## src/rtl/mox125_decode.sv

```systemverilog
// Decode stage: assembles fetched halfwords into moxie instructions (with optional
// trailing 32-bit immediate) and presents a registered, field-split instruction.
module mox125_decode #(
    parameter logic [63:0] LONG_IMM_MASK = 64'h03C0_000D_AC00_330A
) (
    input  logic        clk_i,
    input  logic        rst_i,
    input  logic        flush_i,
    input  logic        fetch_valid_i,
    input  logic [15:0] fetch_data_i,
    input  logic [31:0] fetch_pc_i,
    output logic        fetch_ready_o,
    input  logic        stall_i,
    output logic        valid_o,
    output logic [7:0]  opcode_o,
    output logic [3:0]  reg_a_o,
    output logic [3:0]  reg_b_o,
    output logic [31:0] imm_o,
    output logic [31:0] pc_o,
    output logic        long_o
);

    typedef enum logic [1:0] {
        S_INSN   = 2'd0,
        S_IMM_HI = 2'd1,
        S_IMM_LO = 2'd2
    } state_t;

    state_t      state_q, state_d;
    logic        valid_q, valid_d;
    logic        long_q, long_d;
    logic [7:0]  opcode_q, opcode_d;
    logic [3:0]  reg_a_q, reg_a_d;
    logic [3:0]  reg_b_q, reg_b_d;
    logic [31:0] imm_q, imm_d;
    logic [31:0] pc_q, pc_d;
    logic [15:0] pend_insn_q, pend_insn_d;
    logic [31:0] pend_pc_q, pend_pc_d;
    logic [15:0] imm_hi_q, imm_hi_d;

    logic free;
    logic ready;
    logic xfer;

    // Handshake: a halfword moves on a rising edge when fetch_valid_i && fetch_ready_o;
    // the held output retires on a rising edge when valid_o && !stall_i.
    assign free  = !valid_q || !stall_i;
    assign ready = !(flush_i || rst_i) && ((state_q == S_IMM_HI) || free);
    assign xfer  = fetch_valid_i && ready;

    always_comb begin
        state_d     = state_q;
        valid_d     = valid_q;
        long_d      = long_q;
        opcode_d    = opcode_q;
        reg_a_d     = reg_a_q;
        reg_b_d     = reg_b_q;
        imm_d       = imm_q;
        pc_d        = pc_q;
        pend_insn_d = pend_insn_q;
        pend_pc_d   = pend_pc_q;
        imm_hi_d    = imm_hi_q;

        if (flush_i) begin
            valid_d     = 1'b0;
            state_d     = S_INSN;
            pend_insn_d = 16'h0;
            pend_pc_d   = 32'h0;
            imm_hi_d    = 16'h0;
        end else begin
            // Drain by default; a completing instruction below re-asserts valid.
            if (free) begin
                valid_d = 1'b0;
            end
            case (state_q)
                S_INSN: begin
                    if (xfer) begin
                        if (!fetch_data_i[15] && LONG_IMM_MASK[fetch_data_i[13:8]]) begin
                            pend_insn_d = fetch_data_i;
                            pend_pc_d   = fetch_pc_i;
                            state_d     = S_IMM_HI;
                        end else begin
                            valid_d  = 1'b1;
                            long_d   = 1'b0;
                            pc_d     = fetch_pc_i;
                            opcode_d = fetch_data_i[15:8];
                            if (!fetch_data_i[15]) begin
                                reg_a_d = fetch_data_i[7:4];
                                reg_b_d = fetch_data_i[3:0];
                                imm_d   = 32'h0;
                            end else if (!fetch_data_i[14]) begin
                                reg_a_d = fetch_data_i[11:8];
                                reg_b_d = 4'h0;
                                imm_d   = {24'h0, fetch_data_i[7:0]};
                            end else begin
                                reg_a_d = 4'h0;
                                reg_b_d = 4'h0;
                                imm_d   = {{22{fetch_data_i[9]}}, fetch_data_i[9:0]};
                            end
                        end
                    end
                end
                S_IMM_HI: begin
                    if (xfer) begin
                        imm_hi_d = fetch_data_i;
                        state_d  = S_IMM_LO;
                    end
                end
                S_IMM_LO: begin
                    if (xfer) begin
                        valid_d  = 1'b1;
                        long_d   = 1'b1;
                        pc_d     = pend_pc_q;
                        opcode_d = pend_insn_q[15:8];
                        reg_a_d  = pend_insn_q[7:4];
                        reg_b_d  = pend_insn_q[3:0];
                        imm_d    = {imm_hi_q, fetch_data_i};
                        state_d  = S_INSN;
                    end
                end
                default: state_d = S_INSN;
            endcase
        end
    end

    always_ff @(posedge clk_i) begin
        if (rst_i) begin
            state_q     <= S_INSN;
            valid_q     <= 1'b0;
            long_q      <= 1'b0;
            opcode_q    <= 8'h0;
            reg_a_q     <= 4'h0;
            reg_b_q     <= 4'h0;
            imm_q       <= 32'h0;
            pc_q        <= 32'h0;
            pend_insn_q <= 16'h0;
            pend_pc_q   <= 32'h0;
            imm_hi_q    <= 16'h0;
        end else begin
            state_q     <= state_d;
            valid_q     <= valid_d;
            long_q      <= long_d;
            opcode_q    <= opcode_d;
            reg_a_q     <= reg_a_d;
            reg_b_q     <= reg_b_d;
            imm_q       <= imm_d;
            pc_q        <= pc_d;
            pend_insn_q <= pend_insn_d;
            pend_pc_q   <= pend_pc_d;
            imm_hi_q    <= imm_hi_d;
        end
    end

    assign fetch_ready_o = ready;
    assign valid_o       = valid_q;
    assign long_o        = long_q;
    assign opcode_o      = opcode_q;
    assign reg_a_o       = reg_a_q;
    assign reg_b_o       = reg_b_q;
    assign imm_o         = imm_q;
    assign pc_o          = pc_q;

endmodule
```

## config.mk

```make
export PLATFORM = sky130hd
export DESIGN_NAME = mox125_decode
export DESIGN_NICKNAME = d
export VERILOG_FILES = /design/src/rtl/mox125_decode.sv
export SDC_FILE = /design/constraint.sdc
export NUM_CORES = 1
export LEC_CHECK = 0
export ABC_CLOCK_PERIOD_IN_PS = 3200
export CAP_MARGIN = 20
export CORE_MARGIN = 2
export CORE_UTILIZATION = 54
export CTS_CLUSTER_SIZE = 25
export DETAILED_ROUTE_END_ITERATION = 12
export PLACE_DENSITY = 0.82
export RECOVER_POWER = 50
export SETUP_SLACK_MARGIN = 0.05
export SLEW_MARGIN = 10
export SYNTH_ARGS = -nofsm -noshare
export SYNTH_HDL_FRONTEND = slang
export SYNTH_SLANG_ARGS = --single-unit
```

## constraint.sdc

```tcl
create_clock -name clk_i -period 3.2 [get_ports clk_i]
set_input_delay 0.64 -clock clk_i [delete_from_list [all_inputs] [get_ports clk_i]]
set_output_delay 0.64 -clock clk_i [all_outputs]
set_load 0.02 [all_outputs]
```

==> reports/metrics.cfg <==
[clock_tree]
number_of_sinks_on_the_clock_net = 148
clkSlewWorstSetupHoldPaths_ns = 0.06
count_of_buffers_added_by_post_cts_timing_repair_for_setup = 0
cts-buffers-inserted = 17
cts_hold_repair.buffers = 0
worst_skew_pair.late_latency_ns = 0.52
htree_levels = 4
cts_root_buffer = clkbuf_8
postCtsResizedCells = 0
cts_tree = built
cts-root-to-sink-buffers = 2

[sta]
finalCritPeriodShare = 0.936
slew_viol_final = 0
setup_viol = 0
finClkSkew_ns = 0.00637
slew_headroom = 0.236
tightestPinTransition_ns = 1.15
max_freq_mhz = 334
hold_violations = 0
setup_repair_after_global_routing_missed_its_margin = false
timing.hold.ws_ns = 0.432
final_critical_path_required_period_ns = 3.00

[synthesis]
synth_async_sr_flop_share = 0
postSynthRegisterBits = 148
postSynth.topFlopCell = dfxtp_1
synth_top_cell_area_share = 0.494
number_of_enable_flip_flop_cells_after_synthesis = 0
synth.lib_cells_used.distinct = 40
netlist.top_cell.by_area = dfxtp_1
netlist_instances = 750
top_post_synthesis_cells_by_area = dfxtp_1 49%, nand2_1 13%, a21oi_1 9.3%
synthesis.yosys.warnings = 0
synth_top_cells_by_count = 204 x nand2_1, 148 x dfxtp_1, 112 x a21oi_1, 66 x o21ai_0, 44 x clkbuf_1
synth_most_common_cell = nand2_1
syn_avg_cell_area_um2 = 7.99
ys_seq_area_frac = 0.494
netlist_area_um2 = 6000
syn-num-nets = 803

[floorplan]
start_util = 0.553
die-width_um = 109
die_height_um = 109
placeableCoreArea_um2 = 10800
placement_rows = 38
i_o_pin_count = 136
dieArea_um2 = 12000

[detailed_routing]
finalWirelength_um = 17300
iteration_count_of_the_initial_detailed_routing_pass = 6
route.detailed.wl_per_inst_um = 17.1
drt_drc_violations_left = 0
starting_drt_drc_count = 550
vias_per_std_cell = 5.96
detailroute.via_count = 6008
detail-route-antenna-nets = 0

[global_routing]
grt-ovfl-total = 0
largest_net_degree_at_the_start_of_global_routing = 78
grt.total_usage = 0.289
via_count_of_the_first_global_routing_pass = 5596
grt_antenna_before_repair = 0
grt_pass1_wl_um = 27000

[pwr]
vdd_drop_max_v = 0.000350
post-layout-total-power_mw = 4.22
power.leakage_nw = 3.06
p_per_area_nw_per_um2 = 528

[hold_path]
worst_hold_path_type = register to register

[critical_path]
r2r.worst_path.cells = 5
r2r-end = imm_o[25]
critPathLaunch = flush_i
critPathMostFrequentCell = clkdlybuf4s50_1
worstSetupPathType = primary input to output port
timing.critical_path.arrival_ns = 2.36
reg2reg_slack_ns = 0.87
crit_required_ns = 2.56
cp_max_fo = 3
worstReg2RegStart = state_q[1]
worst_setup_path_start_kind = primary input
critPathSlowestCell = clkdlybuf4s50_1
setup.worst_path.end_class = output port
cpPeakStageDelay_ns = 0.69
worst_setup_path_endpoint = fetch_ready_o
timing.critical_path.cells = clkdlybuf4s50_1 -> or2_0 -> a31oi_2 -> clkdlybuf4s50_1

[final_layout]
fill_cells = 800
area_occupied_by_multi_input_gates_um2 = 2720
synthToLayoutAreaGrowth_pct = 33.5
final_nets = 910
layout-drive-gt1-share = 0.0749
insertedDiodeCount = 0
area.sequential_um2 = 2960

[run]
drv_cap = 0

[status]
run_status = complete, no violations

[placed_design]
gpl.final_weighted_congestion = 0.919
dp.final_hpwl_um = 10900
io_buffers = 135

## flip-flops by register name, indices dropped and copies added (netlist names)
name and count:
pc_o 32, opcode_o 8, pend_pc_q 32, valid_o 1
pend_insn_q 16, state_q 2, reg_a_o 4, imm_hi_q 16
imm_o 32, reg_b_o 4, long_o 1
## worst min path at each step
stage	start	to	depth (start not counted)	slack [ns]
after floorplan	pend_insn_q[15]	pend_insn_q[15]	2	0.41
after global placement	pend_insn_q[15]	pend_insn_q[15]	2	0.42
after detailed placement	pend_insn_q[15]	pend_insn_q[15]	2	0.42
after CTS	pend_insn_q[15]	pend_insn_q[15]	2	0.43
after global routing	pend_pc_q[31]	pend_pc_q[31]	2	0.47
final	pend_insn_q[15]	pend_insn_q[15]	2	0.43
## power by group
group	leakage, nW	switching (mW)	internal (mW)
Sequential	1.20	0.0239	1.89
Clock	0.274	0.740	1.15
Combinational	1.59	0.242	0.177
Total	3.06	1.01	3.22
## worst max-delay path: cells and delay by family
kind                   cells  cell delay [ns]
AO/OA/AOI/OAI              1             0.23
AND/OR/NAND/NOR            1             0.32
buffers and inverters      2             1.16
## through the flow
step / TNS, ns / cells / setup slack [ns] / area (um^2) / util
3_5_place_dp: -0.263 / 977 / -0.0459 / 7430 / 0.685
4_1_cts: 0 / 1007 / 0.256 / 7990 / 0.737
3_3_place_gp: 0 / 977 / 0.0554 / 7430 / 0.685
6_report: 0 / 1008 / 0.204 / 8010 / 0.738
5_1_grt: 0 / 1008 / 0.148 / 8010 / 0.738
2_1_floorplan: 0 / 750 / 0.857 / 6000 / -
## routing by layer
metal	vias up	global-route usage	wire [um]
li1	2813	-	-
met1	2834	0.361	6850
met2	313	0.472	8500
met3	48	0.0699	1430
met4	0	0.136	506
met5	-	0	0
## area by class of cell
| cell class | count | area share |
|---|---|---|
| flip-flops and latches | 148 | 0.370 |
| multi-input cells | 528 | 0.339 |
| repair buffers | 160 | 0.197 |
| clock buffers | 20 | 0.0569 |
| well taps | 140 | 0.0219 |
| clock inverters | 10 | 0.0134 |
| inverters | 2 | 0.000938 |
## placed cells by master (no fill, tap or decap), types with 2 or more instances in the layout
master and count:
nor2_1 18, mux2i_1 3, a22o_1 7, clkdlybuf4s50_1 52, bufinv_16 2, or3_1 2
buf_4 20, clkbuf_16 16, o21ai_0 66, nor2_4 2, nand3_1 18, o2111ai_1 4
a21o_1 5, a21oi_1 112, nand2_1 204, dfxtp_1 148, nand2b_1 12, clkinv_2 5
clkbuf_8 4, a311oi_1 39, buf_12 4, dlygate4sd3_1 82, clkinvlp_4 3, inv_1 2
o21ai_1 14
## kinds of logic after synthesis
| kind of cell | Yosys count | share of synthesized area |
|---|---|---|
| AO/OA/AOI/OAI | 257 | 0.255 |
| XOR/XNOR | 1 | 0.00146 |
| buffers and inverters | 74 | 0.0593 |
| flip-flops | 148 | 0.494 |
| multiplexers | 3 | 0.00501 |
| AND/OR/NAND/NOR | 267 | 0.185 |
(Power assumes the default switching activity.)
